[config.mk]
export PLATFORM = sky130hd
export DESIGN_NAME = display_driver_bcm
export DESIGN_NICKNAME = d
export VERILOG_FILES = /design/src/rtl/display_driver_bcm.sv
export SDC_FILE = /design/constraint.sdc
export NUM_CORES = 1
export LEC_CHECK = 0
export CAP_MARGIN = 10
export CORE_MARGIN = 2
export CORE_UTILIZATION = 35
export CTS_CLUSTER_SIZE = 14
export DETAILED_ROUTE_END_ITERATION = 16
export SETUP_SLACK_MARGIN = 0.4
export SLEW_MARGIN = 25
export SYNTH_ARGS = -nofsm -noshare
export SYNTH_HDL_FRONTEND = slang
export SYNTH_SLANG_ARGS = --single-unit
[constraint.sdc]
create_clock -name clk -period 13.3 [get_ports clk]
set_input_delay 2.66 -clock clk [delete_from_list [all_inputs] [get_ports clk]]
set_output_delay 2.66 -clock clk [all_outputs]
set_load 0.02 [all_outputs]
[src/rtl/display_driver_bcm.sv]
// BCM LED-panel driver: bit-planes of each row are shifted out while the previous plane is shown,
// with plane b displayed for unit_cycles<<b clocks gated by a global brightness fraction.
module display_driver_bcm #(
  parameter int load_delay  = 1,
  parameter int segments    = 1,
  parameter int rows        = 8,
  parameter int columns     = 32,
  parameter int bitwidth    = 8,
  parameter int clk_div     = 1,
  parameter int unit_cycles = 4
) (
  input  logic                             clk,
  input  logic                             rst,
  input  logic                             enable,
  input  logic [7:0]                       brightness,
  input  logic [bitwidth*3*segments-1:0]   pixel,
  output logic [$clog2(rows)-1:0]          load_row,
  output logic [$clog2(columns)-1:0]       column,
  output logic [$clog2(bitwidth)-1:0]      plane,
  output logic [$clog2(rows)-1:0]          row,
  output logic [3*segments-1:0]            rgb,
  output logic                             oclk,
  output logic                             lat,
  output logic                             oe,
  output logic                             frame_complete,
  output logic                             busy
);
  localparam int RW  = $clog2(rows);
  localparam int CLW = $clog2(columns);
  localparam int PW  = $clog2(bitwidth);
  localparam int WW  = bitwidth + $clog2(unit_cycles) + 1;
  localparam int PRW = WW + 8;
  localparam int CW  = $clog2(load_delay + clk_div + 1) + 1;

  typedef enum logic [2:0] {SH_IDLE, SH_ADDR, SH_CLK_LO, SH_CLK_HI, SH_DONE} sh_state_t;
  typedef enum logic [2:0] {D_IDLE, D_LATCH, D_SHOW, D_WAIT, D_END} d_state_t;

  sh_state_t sh_state, sh_next;
  d_state_t  d_state, d_next;

  logic [CW-1:0]       sh_cnt;
  logic [WW-1:0]       timer, window, on_cycles;
  logic [PRW-1:0]      product;
  logic [PW-1:0]       disp_plane, tgt_plane;
  logic [RW-1:0]       tgt_row;
  logic                run_on, sh_start, sh_stop;
  logic                cnt_ld_end, cnt_div_end, last_col, last_latched, window_end;
  logic [3*segments-1:0] plane_bits;

  for (genvar g = 0; g < 3*segments; g++) begin : g_bits
    logic [bitwidth-1:0] ch;
    assign ch            = pixel[g*bitwidth +: bitwidth];
    assign plane_bits[g] = ch[plane];
  end

  assign cnt_ld_end   = sh_cnt == CW'(load_delay);
  assign cnt_div_end  = sh_cnt == CW'(clk_div - 1);
  assign last_col     = column == CLW'(columns - 1);
  assign last_latched = (row == RW'(rows - 1)) && (disp_plane == PW'(bitwidth - 1));

  assign window     = WW'(unit_cycles) << disp_plane;
  assign product    = PRW'(window) * PRW'(brightness);
  assign on_cycles  = WW'(product >> 8);
  assign window_end = timer == window - WW'(1);

  always_comb begin
    sh_next = sh_state;
    if (sh_start)     sh_next = SH_ADDR;
    else if (sh_stop) sh_next = SH_IDLE;
    else begin
      case (sh_state)
        SH_ADDR:   if (cnt_ld_end)  sh_next = SH_CLK_LO;
        SH_CLK_LO: if (cnt_div_end) sh_next = SH_CLK_HI;
        SH_CLK_HI: if (cnt_div_end) sh_next = last_col ? SH_DONE : SH_ADDR;
        default:   sh_next = sh_state;
      endcase
    end
  end

  always_ff @(posedge clk) begin
    if (rst) begin
      sh_state <= SH_IDLE;
      sh_cnt   <= '0;
      column   <= '0;
      load_row <= '0;
      plane    <= '0;
      rgb      <= '0;
    end else begin
      sh_state <= sh_next;
      if (sh_start) begin
        sh_cnt   <= '0;
        column   <= '0;
        load_row <= tgt_row;
        plane    <= tgt_plane;
      end else if (sh_next != sh_state) begin
        sh_cnt <= '0;
      end else if (sh_state inside {SH_ADDR, SH_CLK_LO, SH_CLK_HI}) begin
        sh_cnt <= sh_cnt + CW'(1);
      end
      if (!sh_start && sh_state == SH_ADDR && cnt_ld_end)
        rgb <= plane_bits;
      if (!sh_start && sh_state == SH_CLK_HI && cnt_div_end && !last_col)
        column <= column + CLW'(1);
    end
  end

  // Shift of the following plane is launched from the LATCH cycle, so display and shift overlap.
  always_comb begin
    d_next    = d_state;
    sh_start  = 1'b0;
    sh_stop   = 1'b0;
    tgt_row   = '0;
    tgt_plane = '0;
    case (d_state)
      D_IDLE: if (enable) begin
        d_next   = D_WAIT;
        sh_start = 1'b1;
      end
      D_LATCH: begin
        d_next = D_SHOW;
        if (disp_plane == PW'(bitwidth - 1)) begin
          tgt_plane = '0;
          tgt_row   = (row == RW'(rows - 1)) ? '0 : row + RW'(1);
        end else begin
          tgt_plane = disp_plane + PW'(1);
          tgt_row   = row;
        end
        if (last_latched && !enable) sh_stop  = 1'b1;
        else                         sh_start = 1'b1;
      end
      D_SHOW: if (window_end) begin
        if (last_latched)              d_next = D_END;
        else if (sh_state == SH_DONE)  d_next = D_LATCH;
        else                           d_next = D_WAIT;
      end
      D_WAIT: if (sh_state == SH_DONE) d_next = D_LATCH;
      D_END: begin
        if (!run_on)                  d_next = D_IDLE;
        else if (sh_state == SH_DONE) d_next = D_LATCH;
        else                          d_next = D_WAIT;
      end
      default: d_next = D_IDLE;
    endcase
  end

  // row/disp_plane load on entry to LATCH so the row address moves while oe is already low.
  always_ff @(posedge clk) begin
    if (rst) begin
      d_state    <= D_IDLE;
      timer      <= '0;
      row        <= '0;
      disp_plane <= '0;
      run_on     <= 1'b0;
    end else begin
      d_state <= d_next;
      if (d_next == D_LATCH) begin
        row        <= load_row;
        disp_plane <= plane;
      end
      if (d_state == D_LATCH) begin
        timer  <= '0;
        run_on <= !(last_latched && !enable);
      end else if (d_state == D_SHOW) begin
        timer <= timer + WW'(1);
      end
    end
  end

  assign lat            = d_state == D_LATCH;
  assign oe             = (d_state == D_SHOW) && (timer < on_cycles);
  assign frame_complete = d_state == D_END;
  assign busy           = d_state != D_IDLE;
  assign oclk           = sh_state == SH_CLK_HI;

endmodule
Yosys cells after proc, flatten, opt, wreduce, memory -nomap -nowiden
Cells that the tools add are included.

Bits in registers: 41. Input port bits: 35. Output and inout port bits: 22. Logic and storage cells: 87.

Add/subtract/negate cells: 6. $mul: 1. Order comparisons: 2. Eq/ne operators: 15. Shifts and indexed selects: 1. Multiplexer cells: 32. Reduce and logical (&&, ||, !) cells: 19.

Operators with widths (number): $mux 3 (16); $mul 11x8->19 (1); $pmux 3 s5 (1); $eq 3x1->1 const B (4); $eq 3x2->1 const B (4); $eq 3x3->1 const B (4); $add 11x1->11 const B (1); $eq 11x11->1 (1); $lt 11x11->1 (1); $shl 3x3->11 const A (1); $sub 11x1->11 const B (1); $mux 5 (2); $add 3x1->3 const B (3); $bmux 1 s3 (3); $pmux 3 s3 (1); $logic_and 1x1->1 (8); $mux 1 (7); $logic_not 3->1 (2); $reduce_bool 3->1 (2); $add 5x1->5 const B (1); $eq 5x5->1 const B (1); $logic_not 1->1 (4); $lt 3x4->1 const B (1); $ne 3x3->1 (1); 5 further kinds (5).

Longest topological paths before layout
Gate-level depths: netlist (run 1).

Word-level depth: 10. Depth in mapped cells: 25.

Worst setup path before layout (run 1)
OpenSTA, ideal clock, no wires.

Kind: input port to output port. Start: input port brightness[4]. End: output port oe. Arrival time: 7.352 ns. Required time: 10.640 ns. Path slack: 3.288 ns. Stages: 20. Buffers on the path: 0. Cell sequence: and2_1 fa_1 fa_1 inv_1 fa_1 fa_1 inv_1 ha_1 o21a_1 nor2_1 nor3b_1 o41ai_1 a2bb2oi_1 a21oi_1 xnor2_1 ha_1 nand4_1 nor3_1 nor3b_1 o2111a_1.

Word-level cells in the longest chain between the ends: 3.

Ends and longest elaborated chain: start: declaration (RTL line 15) `input logic [7:0] brightness,`; $mul 11x8->19 (RTL line 62) `assign product = PRW'(window) * PRW'(brightness);`; $lt 11x11->1 (RTL line 170) `assign oe = (d_state == D_SHOW) && (timer < on_cycles);`; $logic_and 1x1->1 (RTL line 170); end: declaration (RTL line 24) `output logic oe,`.

No other way between the ends.

Final worst setup path (run 1)
Same ends and word-level chain as after synthesis.

==> results.txt, run 1 <==
Die Ht -> 121 um
Pin count of the biggest net entering global routing -> 40
Initial Util -> 0.362
Fin. max-slew vios -> 0
DP HPWL -> 8860 um
Slew @ Worst Pin -> 0.908 ns
1st-pass router iterations -> 4
Gp weighted congestion -> 0.831
Startpoint Class -> primary input
Post-Route WL -> 11,000 um
Diode count -> 0
Slew margin rel. -> 0.393
Post-synth top area share -> 0.170
Crit path DAT -> 8.86 ns
1st-iter DRT viols -> 167
TritonCTS Buffers -> 5
Post-CTS Setup Bufs -> 0
CTS tree -> built
Post-DP Area -> 5500 sq um
Critical path fanouts, max -> 8
Area of the multi-input gates -> 3680 sq um
Fin util -> 0.424
Worst Path Required -> 10.64 ns
Die area -> 14,700 sq um
Sequential cell area -> 822 sq um
Gr ovfl total -> 0
Share of the yosys chip area belonging to registers -> 0.170
Area growth syn-to-layout -> 17.3%
RSZ-0062 raised after global routing -> false
Dominant cell type by area after synthesis -> dfxtp_1
Max-cap viol count -> 0
H-tree Lvls -> 2
Setup violators final -> 0
Synth top cells by count -> ha_1 (62), inv_1 (56), dfxtp_1 (41)
Clk root buf -> clkbuf_16
Leak -> 0.00255 uW
Setup WS pre-CTS -> 1.73 ns
Final cycle utilization of the critical path -> 0.866
Core outline area -> 13,300 sq um
Die span in x -> 121 um
Worst setup margin -> 1.78 ns
Vias in the first global route -> 4,195
Yosys warnings -> 0
Critical path class -> primary input to output port
Final hold violations -> 0
Num ports -> 57
Reg clk slew, reported paths -> 0.06 ns
Setup_tns -> 0 ns
Synth top area cells -> dfxtp_1 (17%), ha_1 (16%), fa_1 (15%)
Mapped Nets -> 678
Syn avg cell area -> 8.84 sq um
CTS sink count -> 41
Core Rows -> 42
Hold_buf cts -> 0
Power Density -> 56.4 nW/um^2
Fill cells -> 1,351
Fmax -> 86.8 MHz
Fin area -> 5660 sq um
Distinct cells, synth -> 60
Most common cell in the synthesized netlist -> ha_1
Input/output buffers -> 56
Drt drc -> 0
Post-synthesis cell area -> 4830 sq um
Cells after Synth -> 546
Final net count -> 722
Setup crit end kind -> output port
Main synth FF type -> dfxtp_1
Peak VDD IR -> 0.0000425 V
Final hold slack -> 0.478 ns
Seq cells post-synth -> 41
Initial antenna violation count -> 0
Routed len/inst -> 14.4 um
Worst skew pair latency -> 0.28 ns
Total GRT Usage -> 0.162
Antenna Nets Post-Route -> 0
Layout cells sized above 1 -> 0.0508
Post-synth EDFFs -> 0
Min Clock Period, post-route -> 11.52 ns
Drt via density -> 5.07
Clock Skews -> 0.00653 ns
Maximum root-to-sink buffer count -> 2
Min-delay worst type -> register to register
Asr flop ratio synth -> 0
Cts repair resizes -> 0
Via total after detailed routing -> 3,881
Status -> finished, final reports clean
First-pass GRT wire length -> 19,700 um
## worst paths after layout
kind	startpoint	to	slack, ns	depth (start not counted)
min reg2reg	load_row[0]$_SDFFE_PP0P_	load_row[0]$_SDFFE_PP0P_	0.48	2
max	brightness[4]	oe	1.78	22
max reg2reg	disp_plane[0]$_SDFFE_PP0N_	disp_plane[2]$_SDFFE_PP0N_	9.52	11
min	load_row[0]$_SDFFE_PP0P_	load_row[0]$_SDFFE_PP0P_	0.48	2
## placed cells by master (no fill, tap or decap), types with 5 or more instances in the layout
master,netlist,final
o21ai_0,24,24
dfxtp_1,41,40
or2b_2,7,7
nor3b_1,5,5
a21oi_1,21,21
nor3_1,10,10
fa_1,35,35
nor2_1,37,37
or3_1,5,5
mux2i_1,16,16
nand2_1,37,37
o21a_1,5,5
nand3_1,5,5
xor2_1,15,15
and3_1,24,24
and2_1,32,32
mux4_2,6,6
xnor2_1,14,14
ha_1,62,62
nand2b_1,5,5
nand4_1,6,6
clkbuf_16,0,5
nor2b_1,12,12
clkdlybuf4s50_1,0,56
inv_1,56,56
or2b_1,5,5
## stage by stage
stage,cells,total power [uW]
6_report,766,319
5_1_grt,766,334
4_1_cts,766,322
3_5_place_dp,759,187
3_3_place_gp,759,186
2_1_floorplan,546,165
## report_power, final
group / internal (uW) / total, uW / switching (uW)
clock network: 87.1 / 135 / 48.0
registers: 126 / 130 / 4.07
logic: 27.1 / 54.6 / 27.5
total: 240 / 319 / 79.6
## worst max-delay path, stage by stage
cell and delay, ns:
clkdlybuf4s50_1 0.55, and2_1 0.23, fa_1 0.46, fa_1 0.56
inv_1 0.05, fa_1 0.48, fa_1 0.55, inv_1 0.04
ha_1 0.31, o21a_1 0.11, nor2_1 0.16, nor3b_1 0.09
o41ai_1 0.54, a2bb2oi_1 0.29, a21oi_1 0.12, xnor2_1 0.18
ha_1 0.27, nand4_1 0.15, nor3_1 0.08, nor3b_1 0.17
o2111a_1 0.19, clkdlybuf4s50_1 0.61
## cells by family after synthesis
group	share of synthesized area
AND/OR/NAND/NOR	0.236
multiplexers	0.0635
adder cells (fa/ha/maj)	0.306
AO/OA/AOI/OAI	0.104
buffers and inverters	0.0676
flip-flops	0.170
XOR/XNOR	0.0526
## per-layer routing
metal,vias up,part of all wire,global-route usage
li1,1940,-,-
met2,61,0.51,0.289
met4,0,0.0055,0.0295
met1,1874,0.47,0.211
met5,-,0,0
met3,6,0.023,0.0197
## final cells by class
class                      count  area share
inverter                      56      0.0371
clock buffer                   5      0.0221
multi-input combinational    429       0.650
tap                          176      0.0389
sequential                    41       0.145
clock inverter                 2     0.00619
timing repair buffer          57       0.100
## registers in the layout, summed over array words and instances, names as in the netlist
register / flops
disp_plane: 3
load_row: 3
rgb: 3
plane: 3
row: 3
timer: 11
column: 5
sh_state: 3
d_state: 3
run_on: 1
sh_cnt: 3
Note: power is estimated with default switching activity, not from simulation.
==> run 2: changes to the inputs <==
--- a/config.mk
+++ b/config.mk
@@ -6,10 +6,14 @@
 export NUM_CORES = 1
 export LEC_CHECK = 0
 export CAP_MARGIN = 10
+export CELL_PAD_IN_SITES_DETAIL_PLACEMENT = 1
+export CELL_PAD_IN_SITES_GLOBAL_PLACEMENT = 2
 export CORE_MARGIN = 2
 export CORE_UTILIZATION = 35
 export CTS_CLUSTER_SIZE = 14
 export DETAILED_ROUTE_END_ITERATION = 16
+export PLACE_DENSITY_LB_ADDON = 0.1
+export REMOVE_ABC_BUFFERS = 1
 export SETUP_SLACK_MARGIN = 0.4
 export SLEW_MARGIN = 25
 export SYNTH_ARGS = -nofsm -noshare
==> results.txt, run 2 (synthesis results as in run 1) <==
Worst Path Required -> 10.64 ns
Drt drc -> 0
Final net count -> 724
Vias in the first global route -> 4,352
1st-pass router iterations -> 4
Post-CTS Setup Bufs -> 0
Crit path DAT -> 8.95 ns
Core Rows -> 42
Most common cell after layout, fill and taps aside -> ha_1
Worst skew pair latency -> 0.28 ns
Min-delay worst type -> register to register
Diode count -> 0
H-tree Lvls -> 2
Startpoint Class -> primary input
Critical path fanouts, max -> 8
Most frequent cells in the layout -> ha_1 (62), inv_1 (56), clkdlybuf4s50_1 (56)
Max-cap viol count -> 0
Num ports -> 57
Status -> finished, final reports clean
Gr ovfl total -> 0
Initial Util -> 0.362
Hold_buf cts -> 0
Die Ht -> 121 um
Reg with most FFs -> timer
Min Clock Period, post-route -> 11.61 ns
TritonCTS Buffers -> 5
1st-iter DRT viols -> 99
Cts repair resizes -> 0
DP HPWL -> 9950 um
CTS tree -> built
Fin area -> 5670 sq um
Post-DP Area -> 5510 sq um
Post-Layout Cell Count -> 768
Fin. max-slew vios -> 0
Clk root buf -> clkbuf_16
Drt via density -> 5.13
RSZ-0062 raised after global routing -> false
Setup_tns -> 0 ns
Die area -> 14,700 sq um
Final cycle utilization of the critical path -> 0.873
Clock Skews -> 0.00593 ns
Slew margin rel. -> 0.436
Setup violators final -> 0
Die span in x -> 121 um
Largest register FFs -> 11
Final hold violations -> 0
Largest regs -> timer x11, column x5
Critical path class -> primary input to output port
Layout cells sized above 1 -> 0.0524
Setup crit end kind -> output port
Placed cell count -> 761
Gp weighted congestion -> 0.768
Routed len/inst -> 16.4 um
Peak VDD IR -> 0.0000508 V
Post-Route WL -> 12,600 um
Fmax -> 86.2 MHz
Via total after detailed routing -> 3,941
First-pass GRT wire length -> 21,500 um
Core outline area -> 13,300 sq um
Worst reg-to-reg setup slack -> 9.51 ns
Maximum root-to-sink buffer count -> 2
Area growth syn-to-layout -> 17.5%
Power Density -> 56.5 nW/um^2
Total GRT Usage -> 0.183
Pin count of the biggest net entering global routing -> 38
Initial antenna violation count -> 0
Leak -> 0.00255 uW
Slew @ Worst Pin -> 0.837 ns
Antenna Nets Post-Route -> 0
Input/output buffers -> 56
CTS sink count -> 41
Reg clk slew, reported paths -> 0.06 ns
==> run 2: routing by layer <==
metal | global-route usage | share of wire
met2 | 0.334 | 0.52
met3 | 0.0235 | 0.018
met4 | 0.0388 | 0.0069
met5 | 0 | 0
met1 | 0.229 | 0.46
==> run 2: metrics by stage <==
stage	hold slack, ns	power [uW]	worst slack (ns)	utilization
floorplan	0.458	162	3.29	-
global placement	0.458	188	1.78	0.413
detailed placement	0.464	189	1.61	0.413
CTS	0.475	326	1.58	0.425
global route	0.515	339	1.26	0.425
finish	0.470	321	1.69	0.425
==> run 2: cell type report <==
class                      instances  area (sq um)
inverter                          56           210
tap                              176           220
timing repair buffer              59           583
fill                            1596          7670
clock buffer                       5           125
clock inverter                     2          35.0
multi-input combinational        429          3680
sequential                        41           821
==> run 2: final timing paths <==
path              depth (start not counted)                        from                       end
setup / recovery                         22               brightness[4]                        oe
hold / removal                            2    load_row[0]$_SDFFE_PP0P_  load_row[0]$_SDFFE_PP0P_
setup reg to reg                         11  disp_plane[0]$_SDFFE_PP0N_       row[2]$_SDFFE_PP0N_
hold reg to reg                           2    load_row[0]$_SDFFE_PP0P_  load_row[0]$_SDFFE_PP0P_
==> run 2: worst max-delay path: stages <==
cell	delay (ns)
clkdlybuf4s50_1	0.55
and2_1	0.23
fa_1	0.45
fa_1	0.54
inv_1	0.05
fa_1	0.47
fa_1	0.55
inv_1	0.05
ha_1	0.31
o21a_1	0.11
nor2_1	0.18
nor3b_1	0.10
o41ai_1	0.63
a2bb2oi_1	0.30
a21oi_1	0.12
xnor2_1	0.16
ha_1	0.26
nand4_1	0.14
nor3_1	0.07
nor3b_1	0.20
o2111a_1	0.21
clkdlybuf4s50_1	0.60
==> run 2: power breakdown <==
group	switching [uW]	internal (uW)
Clock	47.4	87.1
Sequential	4.42	126
Combinational	28.6	27.4
Total	80.5	240
